**config.mk**
```make
export PLATFORM = sky130hd
export DESIGN_NAME = fir_xifu_ex
export DESIGN_NICKNAME = d
export VERILOG_FILES = /design/src/rtl/fir_xifu_pkg.sv /design/src/rtl/fir_xifu_ex.sv
export SDC_FILE = /design/constraint.sdc
export NUM_CORES = 1
export LEC_CHECK = 0
export CORE_ASPECT_RATIO = 2
export CORE_MARGIN = 5
export CORE_UTILIZATION = 39
export CTS_CLUSTER_DIAMETER = 80
export DETAILED_ROUTE_END_ITERATION = 10
export PLACE_DENSITY = 0.72
export RECOVER_POWER = 50
export SLEW_MARGIN = 20
export SYNTH_ARGS = -nofsm -noshare
export SYNTH_HDL_FRONTEND = slang
export SYNTH_SLANG_ARGS = --single-unit
```
**constraint.sdc**
```tcl
create_clock -name clk_i -period 4 [get_ports clk_i]
set_input_delay 0.4 -clock clk_i [delete_from_list [all_inputs] [get_ports clk_i]]
set_output_delay 0.4 -clock clk_i [all_outputs]
set_load 0.02 [all_outputs]
```
**src/rtl/fir_xifu_pkg.sv**
```systemverilog
// ============================================================================
// fir_xifu_pkg : shared types and constants of the FIR X-interface unit
// Rev 1.0
// ============================================================================
`default_nettype none

package fir_xifu_pkg;

  localparam int XIF_ID_WIDTH   = 4;
  localparam int XIF_ADDR_WIDTH = 32;

  localparam logic [3:0] MEM_BE_WORD   = 4'hF;
  localparam logic [2:0] MEM_SIZE_WORD = 3'b010;
  localparam logic [1:0] PRIV_LVL_M    = 2'b11;

  typedef enum logic [2:0] {
    INSTR_NONE     = 3'd0,
    INSTR_XFIRLW   = 3'd1,
    INSTR_XFIRSW   = 3'd2,
    INSTR_XFIRDOTP = 3'd3
  } fir_xifu_instr_e;

  typedef enum logic [1:0] {
    EX_IDLE = 2'd0,
    EX_REQ  = 2'd1,
    EX_WAIT = 2'd2
  } fir_xifu_ex_state_e;

  typedef struct packed {
    logic                        valid;
    fir_xifu_instr_e             instr;
    logic [XIF_ID_WIDTH-1:0]     id;
    logic [4:0]                  rs1;
    logic [XIF_ADDR_WIDTH-1:0]   base;
    logic [XIF_ADDR_WIDTH-1:0]   wdata;
    logic signed [11:0]          imm;
  } fir_xifu_id2ex_t;

  typedef struct packed {
    fir_xifu_instr_e             instr;
    logic [XIF_ID_WIDTH-1:0]     id;
    logic [4:0]                  rs1;
    logic [XIF_ADDR_WIDTH-1:0]   next_addr;
  } fir_xifu_ex2wb_t;

  // X-interface memory channel payloads (only the fields this unit touches)
  typedef struct packed {
    logic [XIF_ID_WIDTH-1:0]     id;
    logic [XIF_ADDR_WIDTH-1:0]   addr;
    logic [1:0]                  mode;
    logic                        we;
    logic [2:0]                  size;
    logic [3:0]                  be;
    logic [XIF_ADDR_WIDTH-1:0]   wdata;
  } x_mem_req_t;

  typedef struct packed {
    logic [XIF_ID_WIDTH-1:0]     id;
  } x_mem_result_t;

  typedef struct packed {
    logic [XIF_ID_WIDTH-1:0]     id;
    logic                        commit_kill;
  } x_commit_t;

  function automatic logic is_mem_instr(input fir_xifu_instr_e instr);
    return (instr == INSTR_XFIRLW) || (instr == INSTR_XFIRSW);
  endfunction

endpackage

`default_nettype wire

```
**src/rtl/fir_xifu_ex.sv**
```systemverilog
// ============================================================================
// fir_xifu_ex : execute stage issuing one word memory request per XFIRLW/SW
// Rev 1.0
// ============================================================================
`default_nettype none

module fir_xifu_ex
  import fir_xifu_pkg::*;
#(
  parameter int X_ID_WIDTH = 4,
  parameter int ADDR_WIDTH = 32
) (
  input  logic            clk_i,
  input  logic            rst_i,
  // X-interface memory request channel
  output logic            xif_mem_valid_o,
  output x_mem_req_t      xif_mem_req_o,
  input  logic            xif_mem_ready_i,
  // X-interface memory result channel
  input  logic            xif_mem_result_valid_i,
  input  x_mem_result_t   xif_mem_result_i,
  // X-interface commit channel
  input  logic            xif_commit_valid_i,
  input  x_commit_t       xif_commit_i,
  // pipeline
  input  fir_xifu_id2ex_t id2ex_i,
  output logic            ex_ready_o,
  output fir_xifu_ex2wb_t ex2wb_o
);

  fir_xifu_ex_state_e    r_state;
  fir_xifu_ex_state_e    w_state_nxt;
  fir_xifu_ex2wb_t       r_ex2wb;
  x_mem_req_t            r_mem_req;

  logic                  w_result_hit;
  logic                  w_kill;
  logic                  w_load;
  logic                  w_clear;
  logic [X_ID_WIDTH-1:0] w_pend_id;
  logic [ADDR_WIDTH-1:0] w_imm_sext;
  logic [ADDR_WIDTH-1:0] w_next_addr;

  assign w_pend_id    = r_ex2wb.id;
  assign w_result_hit = xif_mem_result_valid_i && (xif_mem_result_i.id == w_pend_id);
  assign w_kill       = xif_commit_valid_i && xif_commit_i.commit_kill &&
                        (xif_commit_i.id == w_pend_id);

  assign w_imm_sext  = {{(ADDR_WIDTH-12){id2ex_i.imm[11]}}, id2ex_i.imm};
  assign w_next_addr = id2ex_i.base + w_imm_sext;

  always_ff @(posedge clk_i or posedge rst_i) begin
    if (rst_i) r_state <= EX_IDLE;
    else       r_state <= w_state_nxt;
  end

  always_comb begin
    w_state_nxt = r_state;
    ex_ready_o  = 1'b0;
    w_load      = 1'b0;
    w_clear     = 1'b0;
    case (r_state)
      EX_IDLE: ex_ready_o = 1'b1;
      EX_REQ: begin
        // a handshake in the same cycle as a kill takes priority
        if (xif_mem_ready_i) begin
          w_state_nxt = EX_WAIT;
        end else if (w_kill) begin
          w_state_nxt = EX_IDLE;
          w_clear     = 1'b1;
        end
      end
      EX_WAIT: begin
        if (w_result_hit) begin
          ex_ready_o  = 1'b1;
          w_state_nxt = EX_IDLE;
          w_clear     = 1'b1;
        end
      end
      default: w_state_nxt = EX_IDLE;
    endcase
    // non-memory instructions are consumed without affecting this stage
    if (ex_ready_o && id2ex_i.valid && is_mem_instr(id2ex_i.instr)) begin
      w_load      = 1'b1;
      w_clear     = 1'b0;
      w_state_nxt = EX_REQ;
    end
  end

  always_ff @(posedge clk_i or posedge rst_i) begin
    if (rst_i) begin
      r_ex2wb   <= '0;
      r_mem_req <= '0;
    end else if (w_load) begin
      r_ex2wb.instr      <= id2ex_i.instr;
      r_ex2wb.id         <= id2ex_i.id;
      r_ex2wb.rs1        <= id2ex_i.rs1;
      r_ex2wb.next_addr  <= w_next_addr;
      r_mem_req.id       <= id2ex_i.id;
      r_mem_req.addr     <= id2ex_i.base;
      r_mem_req.mode     <= PRIV_LVL_M;
      r_mem_req.we       <= (id2ex_i.instr == INSTR_XFIRSW);
      r_mem_req.size     <= MEM_SIZE_WORD;
      r_mem_req.be       <= MEM_BE_WORD;
      r_mem_req.wdata    <= (id2ex_i.instr == INSTR_XFIRSW) ? id2ex_i.wdata : '0;
    end else if (w_clear) begin
      r_ex2wb.instr <= INSTR_NONE;
    end
  end

  assign xif_mem_valid_o = (r_state == EX_REQ);
  assign xif_mem_req_o   = r_mem_req;
  assign ex2wb_o         = r_ex2wb;

endmodule

`default_nettype wire

```
==> flow_metrics.py <==
metrics = {
    "final_layout": {
        "nets": 1000,
        "final_cell_mix": "182 x nand2_1, 162 x clkdlybuf4s50_1, 112 x dfrtp_1",
        "drive_above_1_share_pct": 3.691,
        "fin_cells": 1065,
        "areaGrowthSynthToFinish_pct": 43.46,
        "final_common_cell": "nand2_1",
        "fillers": 1368,
        "antenna_cells": 0,
        "multi_input_area_mm2": 0.002977,
        "ff_latch_area_mm2": 0.002803,
    },
    "worst_hold_path": {
        "hold_class": "reg2reg",
        "min_path_cells": 2,
        "hold_start": "xif_mem_req_o[55]",
        "min_to": "xif_mem_req_o[55]",
    },
    "timing": {
        "setup_tns_ns": 0,
        "fin_skew_ns": 0.01074,
        "finalCriticalPeriod_ns": 3.045,
        "setup_viol": 0,
        "timing.fmax_ghz": 0.3285,
        "slew_headroom_pct": -60.58,
        "setup_slack_ns": 0.9554,
        "period_share_pct": 76.11,
        "final_hold_viol_count": 0,
        "worstMarginPinSlew_ns": 2.396,
        "fin_hold_ws_ns": 0.4697,
        "rsz0062_at_grt": "false",
        "drv_slew": 57,
    },
    "setup_path": {
        "crit_fanout": 14,
        "cp_num_buf_inv": 2,
        "cp_slowest_stage_delay_ns": 0.87,
        "endpoint_kind": "register",
        "rrSetupSlack_ns": 1.41,
        "slowest_stage": "clkdlybuf4s50_1",
        "r2r-start": "xif_mem_req_o[76]",
        "arrival_ns": 3.25,
        "critPathTopFamily": "buffers and inverters",
        "path_cells": "clkdlybuf4s50_1 -> buf_4 -> ha_1 -> a21oi_1 -> o211ai_1 -> nor4_2 -> a21oi_2 -> a41oi_1 -> mux2i_1 -> o311ai_0",
        "rr_endpoint": "ex2wb_o[35]",
        "start_kind": "input pin",
        "crit_type": "in2reg",
        "r2r_cells": 7,
        "cp.required_ns": 4.21,
    },
    "synthesis": {
        "synth_ff_type": "dfrtp_1",
        "yosys_warnings": 0,
        "syn-cell-area_mm2": 0.006055,
        "postSynthAreaPerCell_um2": 9.146,
        "ys_ff_latch": 112,
        "synth-edff-count": 0,
        "ys_types": 58,
        "ys_seq_area_share_pct": 46.29,
        "async_flop_share_pct": 100.0,
        "syn_inst": 662,
    },
    "placed_design": {
        "dpl_worst_slack_ns": 0.5833,
        "numPlacedInstances": 1049,
        "dp_hpwl_mm": 14.53,
        "io_buffers": 224,
        "place_congestion": 0.9702,
    },
    "detailed_routing": {
        "vias": 5562,
        "drt-total-wl_mm": 18.65,
        "wl_met3_um": 821,
        "drt_iter0_markers": 156,
        "routed.top_layer": "met4",
        "met1_length_mm": 6.929,
        "wire_per_inst_um": 17.51,
        "via_per_inst": 5.223,
        "drc": 0,
        "dr.pass1.iters": 4,
        "ant_nets": 0,
        "met2WireLength_mm": 10.06,
    },
    "floorplan": {
        "row_count": 64,
        "coreArea_mm2": 0.01529,
        "die-area_mm2": 0.01827,
        "die_w_um": 98.11,
        "boundaryPins": 227,
        "start_util_pct": 39.59,
        "fp.dieH_um": 186.2,
    },
    "power": {
        "clockPowerShare_pct": 16.5,
        "switching_share_pct": 39.96,
        "p_sw_mw": 2.298,
        "pwr-share-seq_pct": 33.6,
        "combPwrFrac_pct": 50.0,
        "power_per_cell_area_mw_per_mm2": 662.2,
        "vdd_drop_max_v": 0.0003000,
        "p_int_mw": 3.453,
        "power.leakage_nw": 4.076,
    },
    "grt": {
        "antenna_found_initial": 0,
        "grt_pass1_wl_mm": 29.70,
        "first_global_vias": 5710,
        "grt_overflow": 0,
        "track_usage_pct": 20.53,
        "grt_max_degree": 71,
    },
    "status": {
        "violations": "capacitance limit, slew limit",
        "status": "finished with violations",
    },
    "clock_network": {
        "clock_latency_ns": 0.36,
        "cts_sinks": 112,
        "cts_buffers": 9,
        "cts_tree": "yes",
        "clock_path_buffers": 2,
        "ctsRootBufferMaster": "clkbuf_16",
        "clk_pin_slew_ns": 0.07,
        "htreeDepth": 3,
        "hold_buffers": 0,
        "cts_setup_buffers": 0,
        "ctsResizeCount": 0,
    },
    "flow_run": {
        "maxCapViolations": 1,
    },
}
synth_stat cells, drive strengths merged (2+ instances only):
library cell  instances  area share (%)
xor2                 16             2.3
xnor2                16             2.3
or4                   2            0.25
nor2                 25             1.5
buf                  26             2.7
nand4                 8            0.83
clkbuf               17             1.1
a211oi                5            0.62
nor3                  4            0.33
a21oi                31             2.7
a22o                 32             4.6
o22ai                 2            0.21
nand2b                4            0.41
o311ai                4            0.58
nand2               182              11
and3                  7            0.72
nand3                14             1.2
and2                  4            0.41
dfrtp               112              46
o21bai                3            0.37
ha                   34             7.0
a21o                 14             1.7
inv                  15            0.93
nor2b                 2            0.21
o21ai                44             3.6
o31ai                 4            0.72
mux2i                 2            0.33
a31oi                 7            0.72
a21boi                3            0.37
o211ai                4            0.50
final cells by class:
cell class | count | area share, %
Multi-Input combinational cell | 493 | 34.27
Sequential cell | 112 | 32.27
Timing Repair Buffer | 231 | 26.36
Tap cell | 198 | 2.852
Clock buffer | 9 | 2.593
Clock inverter | 7 | 0.9939
Inverter | 15 | 0.6626
per-stage QoR:
| step | area (um^2) | total power [mW] | util, % |
|---|---|---|---|
| floorplan | 6058 | 3.474 | - |
| global placement | 8381 | 4.932 | 54.79 |
| detailed placement | 8381 | 4.966 | 54.79 |
| CTS | 8692 | 5.940 | 56.83 |
| global route | 8686 | 6.109 | 56.79 |
| finish | 8686 | 5.752 | 56.79 |
cells by family (layout without fill, tap and decap cells):
logic type / Yosys count / in the layout / synth area share (%)
buffers and inverters: 58 / 262 / 4.753
AOI/OAI and AO/OA: 165 / 165 / 18.58
and+or+nand+nor: 256 / 256 / 17.81
other: 1 / 2 / 0.06194
xor gates and xnor gates: 32 / 32 / 4.629
muxes: 3 / 3 / 0.5166
DFF: 112 / 112 / 46.29
adders and majority gates: 35 / 35 / 7.357
worst min-delay path, delay by kind of cell (launching register included):
kind | cells | cell delay [ns]
flip-flops | 1 | 0.34
AND/OR/NAND/NOR | 2 | 0.10
registers in the layout, indices dropped and copies added (netlist names):
signal and count:
ex2wb_o 40, r_state 2, xif_mem_req_o 70
power by group through the flow:
stage	clock [mW]	combinational [mW]	sequential [mW]
after floorplan	0	0.891	2.58
after global placement	0	2.98	1.95
after detailed placement	0	3.00	1.97
after CTS	0.974	3.02	1.95
after global routing	1.01	3.09	2.00
final	0.948	2.87	1.93
worst max path at each step:
| stage | endpoint | cells past startpoint | start |
|---|---|---|---|
| after floorplan | ex2wb_o[0] | 1 | rst_i |
| after global placement | ex2wb_o[31] | 10 | id2ex_i[11] |
| after detailed placement | ex2wb_o[27] | 10 | id2ex_i[11] |
| after CTS | ex2wb_o[27] | 10 | id2ex_i[11] |
| after global routing | xif_mem_req_o[42] | 3 | rst_i |
| final | ex2wb_o[27] | 10 | id2ex_i[11] |
layer usage:
metal  vias up  GRT usage, %
li1       2704             -
met3        45         3.658
met4         0         10.70
met5         -             0
met1      2632         21.51
met2       181         38.69
Power figures use the tool's default switching activity.
